[config.mk]
export PLATFORM = sky130hd
export DESIGN_NAME = uart_tx_arbiter
export DESIGN_NICKNAME = d
export VERILOG_FILES = /design/src/rtl/uart_tx_arbiter.sv
export SDC_FILE = /design/constraint.sdc
export NUM_CORES = 1
export LEC_CHECK = 0
export ABC_AREA = 1
export BUFFER_PORTS_ARGS = -buffer_cell sky130_fd_sc_hd__buf_4
export CORE_ASPECT_RATIO = 1.25
export CORE_MARGIN = 5
export CORE_UTILIZATION = 24
export DETAILED_ROUTE_END_ITERATION = 7
export HOLD_SLACK_MARGIN = 0.03
export PLACE_DENSITY = 0.45
export SLEW_MARGIN = 25
export SYNTH_ARGS = -nofsm -noshare
export SYNTH_HDL_FRONTEND = slang
export SYNTH_SLANG_ARGS = --single-unit
[constraint.sdc]
create_clock -name clk -period 4.1 [get_ports clk]
set_input_delay 0.41 -clock clk [delete_from_list [all_inputs] [get_ports clk]]
set_output_delay 0.41 -clock clk [all_outputs]
set_load 0.005 [all_outputs]
[src/rtl/uart_tx_arbiter.sv]
`default_nettype none
// ============================================================================
// Module   : uart_tx_arbiter
// Purpose  : Round-robin packet arbiter that shares one UART TX FIFO write
//            port among N_REQ byte-stream requesters. A grant is held for a
//            whole packet (closed by req_last), so bytes from different
//            sources never interleave on the serial line.
// Ports    : clk, rst            - clock, synchronous active-high reset
//            req_valid/last/data - per-requester byte stream (slice i of
//                                  req_data is [i*D_BIT +: D_BIT])
//            req_ready           - per-requester accept strobe
//            tx_full             - UART TX FIFO full
//            wr_uart, w_data     - UART TX FIFO write strobe / byte
//            grant, busy         - registered one-hot owner / in-packet flag
//            timeout_pulse       - one-cycle pulse on a forced release
// Options  : define UART_ARB_TIMEOUT_EN to build the stall counter that
//            forcibly releases a grant after TIMEOUT stalled cycles.
// Revision : 1.0 - initial release
// ============================================================================
module uart_tx_arbiter #(
    parameter int N_REQ   = 4,
    parameter int D_BIT   = 8,
    parameter int TIMEOUT = 1023,
    parameter int TO_W    = 10
) (
    input  logic                     clk,
    input  logic                     rst,
    input  logic [N_REQ-1:0]         req_valid,
    input  logic [N_REQ-1:0]         req_last,
    input  logic [N_REQ*D_BIT-1:0]   req_data,
    output logic [N_REQ-1:0]         req_ready,
    input  logic                     tx_full,
    output logic                     wr_uart,
    output logic [D_BIT-1:0]         w_data,
    output logic [N_REQ-1:0]         grant,
    output logic                     busy,
    output logic                     timeout_pulse
);

    localparam int PTR_W = (N_REQ > 1) ? $clog2(N_REQ) : 1;

    typedef enum logic [0:0] {
        ST_IDLE  = 1'b0,
        ST_GRANT = 1'b1
    } state_t;

    state_t             r_state;
    logic [N_REQ-1:0]   r_grant;
    logic [PTR_W-1:0]   r_owner;     // binary index of the current owner
    logic [PTR_W-1:0]   r_last_ptr;  // owner of the most recently finished packet

    logic               w_found;
    logic [PTR_W-1:0]   w_sel;
    logic               w_xfer;
    logic [D_BIT-1:0]   w_owner_data;

    // Round-robin search: first valid requester starting just after the
    // previous owner, wrapping modulo N_REQ (also correct for non power-of-2).
    always_comb begin
        w_found = 1'b0;
        w_sel   = '0;
        for (int k = 1; k <= N_REQ; k++) begin
            if (!w_found && req_valid[(int'(r_last_ptr) + k) % N_REQ]) begin
                w_found = 1'b1;
                w_sel   = PTR_W'((int'(r_last_ptr) + k) % N_REQ);
            end
        end
    end

    assign w_owner_data = req_data[r_owner*D_BIT +: D_BIT];

    // Write strobe is combinational so the FIFO takes the byte on the next
    // edge; this keeps throughput at one byte per cycle.
    assign w_xfer    = (r_state == ST_GRANT) && req_valid[r_owner] && !tx_full;
    assign wr_uart   = w_xfer;
    assign w_data    = (r_state == ST_GRANT) ? w_owner_data : '0;
    assign req_ready = ((r_state == ST_GRANT) && !tx_full) ? r_grant : '0;
    assign grant     = r_grant;
    assign busy      = (r_state == ST_GRANT);

`ifdef UART_ARB_TIMEOUT_EN
    logic [TO_W-1:0]    r_stall_cnt;
    logic               r_timeout_pulse;
    assign timeout_pulse = r_timeout_pulse;
`else
    assign timeout_pulse = 1'b0;
`endif

    always_ff @(posedge clk) begin
        if (rst) begin
            r_state    <= ST_IDLE;
            r_grant    <= '0;
            r_owner    <= '0;
            // Start as if the last requester just finished: requester 0 wins first.
            r_last_ptr <= PTR_W'(N_REQ - 1);
`ifdef UART_ARB_TIMEOUT_EN
            r_stall_cnt     <= '0;
            r_timeout_pulse <= 1'b0;
`endif
        end else begin
`ifdef UART_ARB_TIMEOUT_EN
            r_timeout_pulse <= 1'b0;
`endif
            case (r_state)
                ST_IDLE: begin
`ifdef UART_ARB_TIMEOUT_EN
                    r_stall_cnt <= '0;
`endif
                    if (w_found) begin
                        r_grant <= N_REQ'(1) << w_sel;
                        r_owner <= w_sel;
                        r_state <= ST_GRANT;
                    end
                end
                ST_GRANT: begin
                    if (w_xfer) begin
`ifdef UART_ARB_TIMEOUT_EN
                        r_stall_cnt <= '0;
`endif
                        if (req_last[r_owner]) begin
                            r_last_ptr <= r_owner;
                            r_grant    <= '0;
                            r_state    <= ST_IDLE;
                        end
                    end
`ifdef UART_ARB_TIMEOUT_EN
                    else if (r_stall_cnt == TO_W'(TIMEOUT - 1)) begin
                        // Stalled owner: release it and rotate priority past it.
                        r_last_ptr      <= r_owner;
                        r_grant         <= '0;
                        r_state         <= ST_IDLE;
                        r_stall_cnt     <= '0;
                        r_timeout_pulse <= 1'b1;
                    end else begin
                        r_stall_cnt <= r_stall_cnt + 1'b1;
                    end
`endif
                end
                default: begin
                    r_state <= ST_IDLE;
                    r_grant <= '0;
                end
            endcase
        end
    end

endmodule
`default_nettype wire

# Yosys cells after proc, flatten, opt, wreduce, memory -nomap -nowiden

Index checks and enable logic that the tools add are counted.
Widths: inputs -> output; s select.

Add/subtract/negate cells: 4
$lt $le $gt $ge: 5
Eq/ne operators: 3
Shifts and indexed selects: 2
Mux-type cells: 34
Bitwise gates (word level): 5
Reduce and logical (&&, ||, !) cells: 17

Operator list:

| cell                | number |
|---|---|
| $shiftx 32x6->8     | 1 |
| $mux 1              | 17 |
| $lt 3x4->1 const B  | 4 |
| $mux 4              | 4 |
| $bmux 1 s2          | 6 |
| $mux 2              | 4 |
| $mux 8              | 1 |
| $pmux 4 s2          | 1 |
| $reduce_or 2->1     | 4 |
| $logic_and 1x1->1   | 6 |
| $reduce_and 3->1    | 2 |
| $add 2x1->2 const B | 2 |
| $add 2x2->2 const B | 2 |
| $and 1x1->1 const A | 4 |
| $logic_not 1->1     | 4 |
| $ne 2x2->1 const B  | 2 |
| $shl 1x2->4 const A | 1 |
| $lt 2x3->1 const B  | 1 |
| $ne 2x1->1 const B  | 1 |
| $pmux 1 s2          | 1 |
| $reduce_and 2->1    | 1 |
| $not 1->1           | 1 |

Bits in registers: 9
Bits of input ports: 43
Output and inout port bits: 19
Word-level logic and storage cells: 74

# Depth between registers and ports, before layout

Word-level depth: 19
Mapped depth: 14
Depth with buffers taken out: 12

# Least setup slack after synthesis

OpenSTA, ideal clock, no wires.

Kind: reg-to-output
Start point: register r_owner[0]
End point: output port w_data[6]
Arrival time: 1.182 ns
Data required time: 3.690 ns
Slack: 2.508 ns
Cell stages (with the launch flop): 7
Path buffers: 2
Cell sequence: dfxtp_1 buf_2 buf_1 nor2_1 nor2_1 o21ai_0 a21oi_1

Longest elaborated chain between the ends: 2

Ends and longest elaborated chain:

| item                   | line | RTL |
|---|---|---|
| from (decl)            | 49   | `logic [PTR_W-1:0] r_owner;` |
| from (signal assigned) | 111  | `r_owner <= w_sel;` |
| $shiftx 32x6->8        | 70   | `assign w_owner_data = req_data[r_owner*D_BIT +: D_BIT];` |
| $mux 8                 | 76   | `assign w_data = (r_state == ST_GRANT) ? w_owner_data : '0;` |
| to (decl)              | 34   | `output logic [D_BIT-1:0] w_data,` |

No other way between the ends.

# Worst setup path in the final report

Start point: register r_owner[0]
End point: output port wr_uart

Longest elaborated chain between the ends: 4

Ends and longest elaborated chain:

| item                            | line | RTL |
|---|---|---|
| $bmux 1 s2                      | 74   | `assign w_xfer = (r_state == ST_GRANT) && req_valid[r_owner] && !tx_full;` |
| $mux 1 (not written as such)    | 74   |  |
| $logic_and 1x1->1 (2 in series) | 74   |  |
| to (decl)                       | 33   | `output logic wr_uart,` |

No other way between the ends. The select of a mux whose other input is x is not followed.

==> impl_metrics.yaml <==
worst_setup_path:
  critical_path.startpoint: "r_owner[0]$_SDFFE_PP0P_"
  worst_path_most_repeated_cell: "a21oi_1"
  crit_required_ps: 3690
  criticalPathCategory: "reg2out"
  reg2reg_from: "r_owner[0]$_SDFFE_PP0P_"
  cp-start-kind: "flop"
  crit_arrival_ps: 2130
  path_cells: "inv_1 -> a21oi_1 -> o21ai_0 -> a21oi_1 -> buf_4"
  worstPathMaxFanout: 22
  slowest_stage: "dfxtp_1"
  slowest_delay_ps: 750
  endpoint_kind: "primary output"
finish:
  final_common_cell: "buf_4"
  nNetsFinal: 291
  num-fill-cells: 556
  layout_common_cells: "buf_4, nor2_1, nand2_1"
  post-route-util_pct: 35.13
  finalInstanceArea_sq_um: 1649
  multi_input_area_sq_um: 818.3
  seqCellArea_sq_um: 180.2
  drive_gt1_share_pct: 35.63
  n_antenna_cell: 0
  area_growth_pct: 42.64
pwr:
  p_int_uw: 286.0
  p_sw_share_pct: 41.43
  power_frac_clock_pct: 20.6
  p_leak_uw: 0.0008545
  max-vdd-ir-drop_uv: 91.81
  pwr-share-comb_pct: 53.8
  power_frac_seq_pct: 25.6
  power_switching_uw: 202.3
  p_per_area_nw_per_um2: 296.1
global_route:
  antenna_found_initial: 0
  grt_pass1_vias: 1414
  grt_overflow: 0
  grt_max_degree: 23
  grt_pass1_wl_mm: 6.168
  gr-usage-all-layers_pct: 11.81
placement:
  place_area_sq_um: 1604
  gp_congestion: 0.7499
  io_buffers: 60
  hpwl_mm: 3.007
routing:
  drtIter0Drc: 39
  drt_pre_antenna_iters: 4
  wirelength_mm: 3.617
  drc: 0
  routedWlPerCell_um: 11.78
  vias: 1383
  vias_per_cell: 4.505
  ant_nets: 0
cts:
  numCtsBuffers: 3
  cts_tree: "yes"
  cts_resized: 0
  clock_sink_count: 9
  cts_setup_buffers: 0
  clk_path_buf_depth: 2
  cts_max_level: 1
  cts_hold_buf: 0
  worstSkewPairLatency_ps: 230
  root_buffer: "clkbuf_8"
  clkTransAtPathRegs_ps: 40
floorplanning:
  rows: 28
  io_pins: 62
  core_area_sq_um: 4695
  die_h_um: 87.60
  die-area_sq_um: 6314
  die_w_um: 72.08
  initial_core_util_pct: 24.63
yosys:
  synth.distinct_cells: 28
  synth_fp_nets: 237
  netlist_area_sq_um: 1156
  synth_area_leaders: "dfxtp_1, nor2_1, nand2_4, nand2_1, o21ai_0"
  yosysSeqAreaShare_pct: 15.58
  yosys.area.top_type: "dfxtp_1"
  yosys_warnings: 0
  synth-seq-cells: 9
  synth_area_per_cell_sq_um: 5.959
  synthCells: 194
  netlist.area_leader.share_pct: 15.58
timing:
  rsz0062_at_grt: "false"
  fmax_mhz: 394.1
  setup_viol: 0
  fin_crit_sh_pct: 61.88
  relSlewSlack_pct: 54.63
  slew_viol_final: 0
  layout_min_cycle_time_ps: 2537
  fin_setup_tns_ps: 0
  hold_viol_final: 0
  hold_slack_ps: 375.1
  skew_ps: 1.365
  worst_slew_pin_slew_ps: 679.6
run_status:
  status: "complete, no violations"
min_path:
  worstHoldPathType: "in2reg"
  min-delay-start: "rst"
run:
  drv_cap: 0
area by class of cell:
cell class / count / share of cell area [%]
clock buffers: 4 / 2.731
inverters: 20 / 4.856
multi-input cells: 154 / 49.62
flip-flops and latches: 9 / 10.93
well taps: 60 / 4.552
repair buffers: 60 / 27.31
stage by stage:
step                      worst slack [ps]  power [uW]  instances
after floorplan                       2508       301.6        194
after global placement                1769       397.1        303
after CTS                             1515       497.4        307
after detailed placement              1769       394.9        303
after global routing                  1267       538.2        307
final                                 1563       488.3        307
sequential cells by signal, indices dropped and copies added (netlist names):
name,count
grant,4
r_last_ptr,2
r_owner,2
busy,1
power groups by stage:
stage	Sequential [uW]	Clock [uW]	Combinational [uW]
floorplan	108	0	193
global placement	127	0	270
detailed placement	127	0	268
CTS	126	103	268
global route	130	109	300
finish	125	100	263
cell usage after synthesis, drive strengths merged:
library cell,n
clkbuf,5
nand2,43
nor2,44
o21ai,22
o211ai,3
inv,20
conb,1
a21boi,1
nand3,17
buf,6
dfxtp,9
nand4,3
o22ai,1
nand3b,2
a21oi,17
worst max-delay path: cells and delay by family (launching register included):
kind / cells / cell delay, ps
compound gates: 3 / 530
buf+inv: 2 / 610
flops: 1 / 750
kinds of logic (layout without fill, tap and decap cells):
| kind of cell | Yosys count | after routing | synth area share (%) |
|---|---|---|---|
| other cells | 1 | 1 | 0.3244 |
| flops | 9 | 9 | 15.58 |
| buf+inv | 31 | 84 | 13.64 |
| simple gates | 109 | 109 | 50.11 |
| compound gates | 44 | 44 | 20.35 |
final timing paths:
path / cells past startpoint / slack (ps) / end
hold / removal: 2 / 380 / grant[3]$_SDFFE_PP0P_
setup reg to reg: 7 / 1890 / r_last_ptr[0]$_SDFFE_PP1P_
setup / recovery: 5 / 1560 / wr_uart
hold reg to reg: 2 / 500 / grant[0]$_SDFFE_PP0P_
per-layer routing:
| metal | share of wire (%) | global-route usage (%) | vias to the layer above |
|---|---|---|---|
| met2 | 54 | 23.03 | 47 |
| li1 | - | - | 731 |
| met4 | 0.69 | 3.590 | 0 |
| met5 | 0 | 0 | - |
| met3 | 7.1 | 2.641 | 3 |
| met1 | 38 | 12.31 | 602 |
No activity file was read; power rests on OpenSTA's default activity.
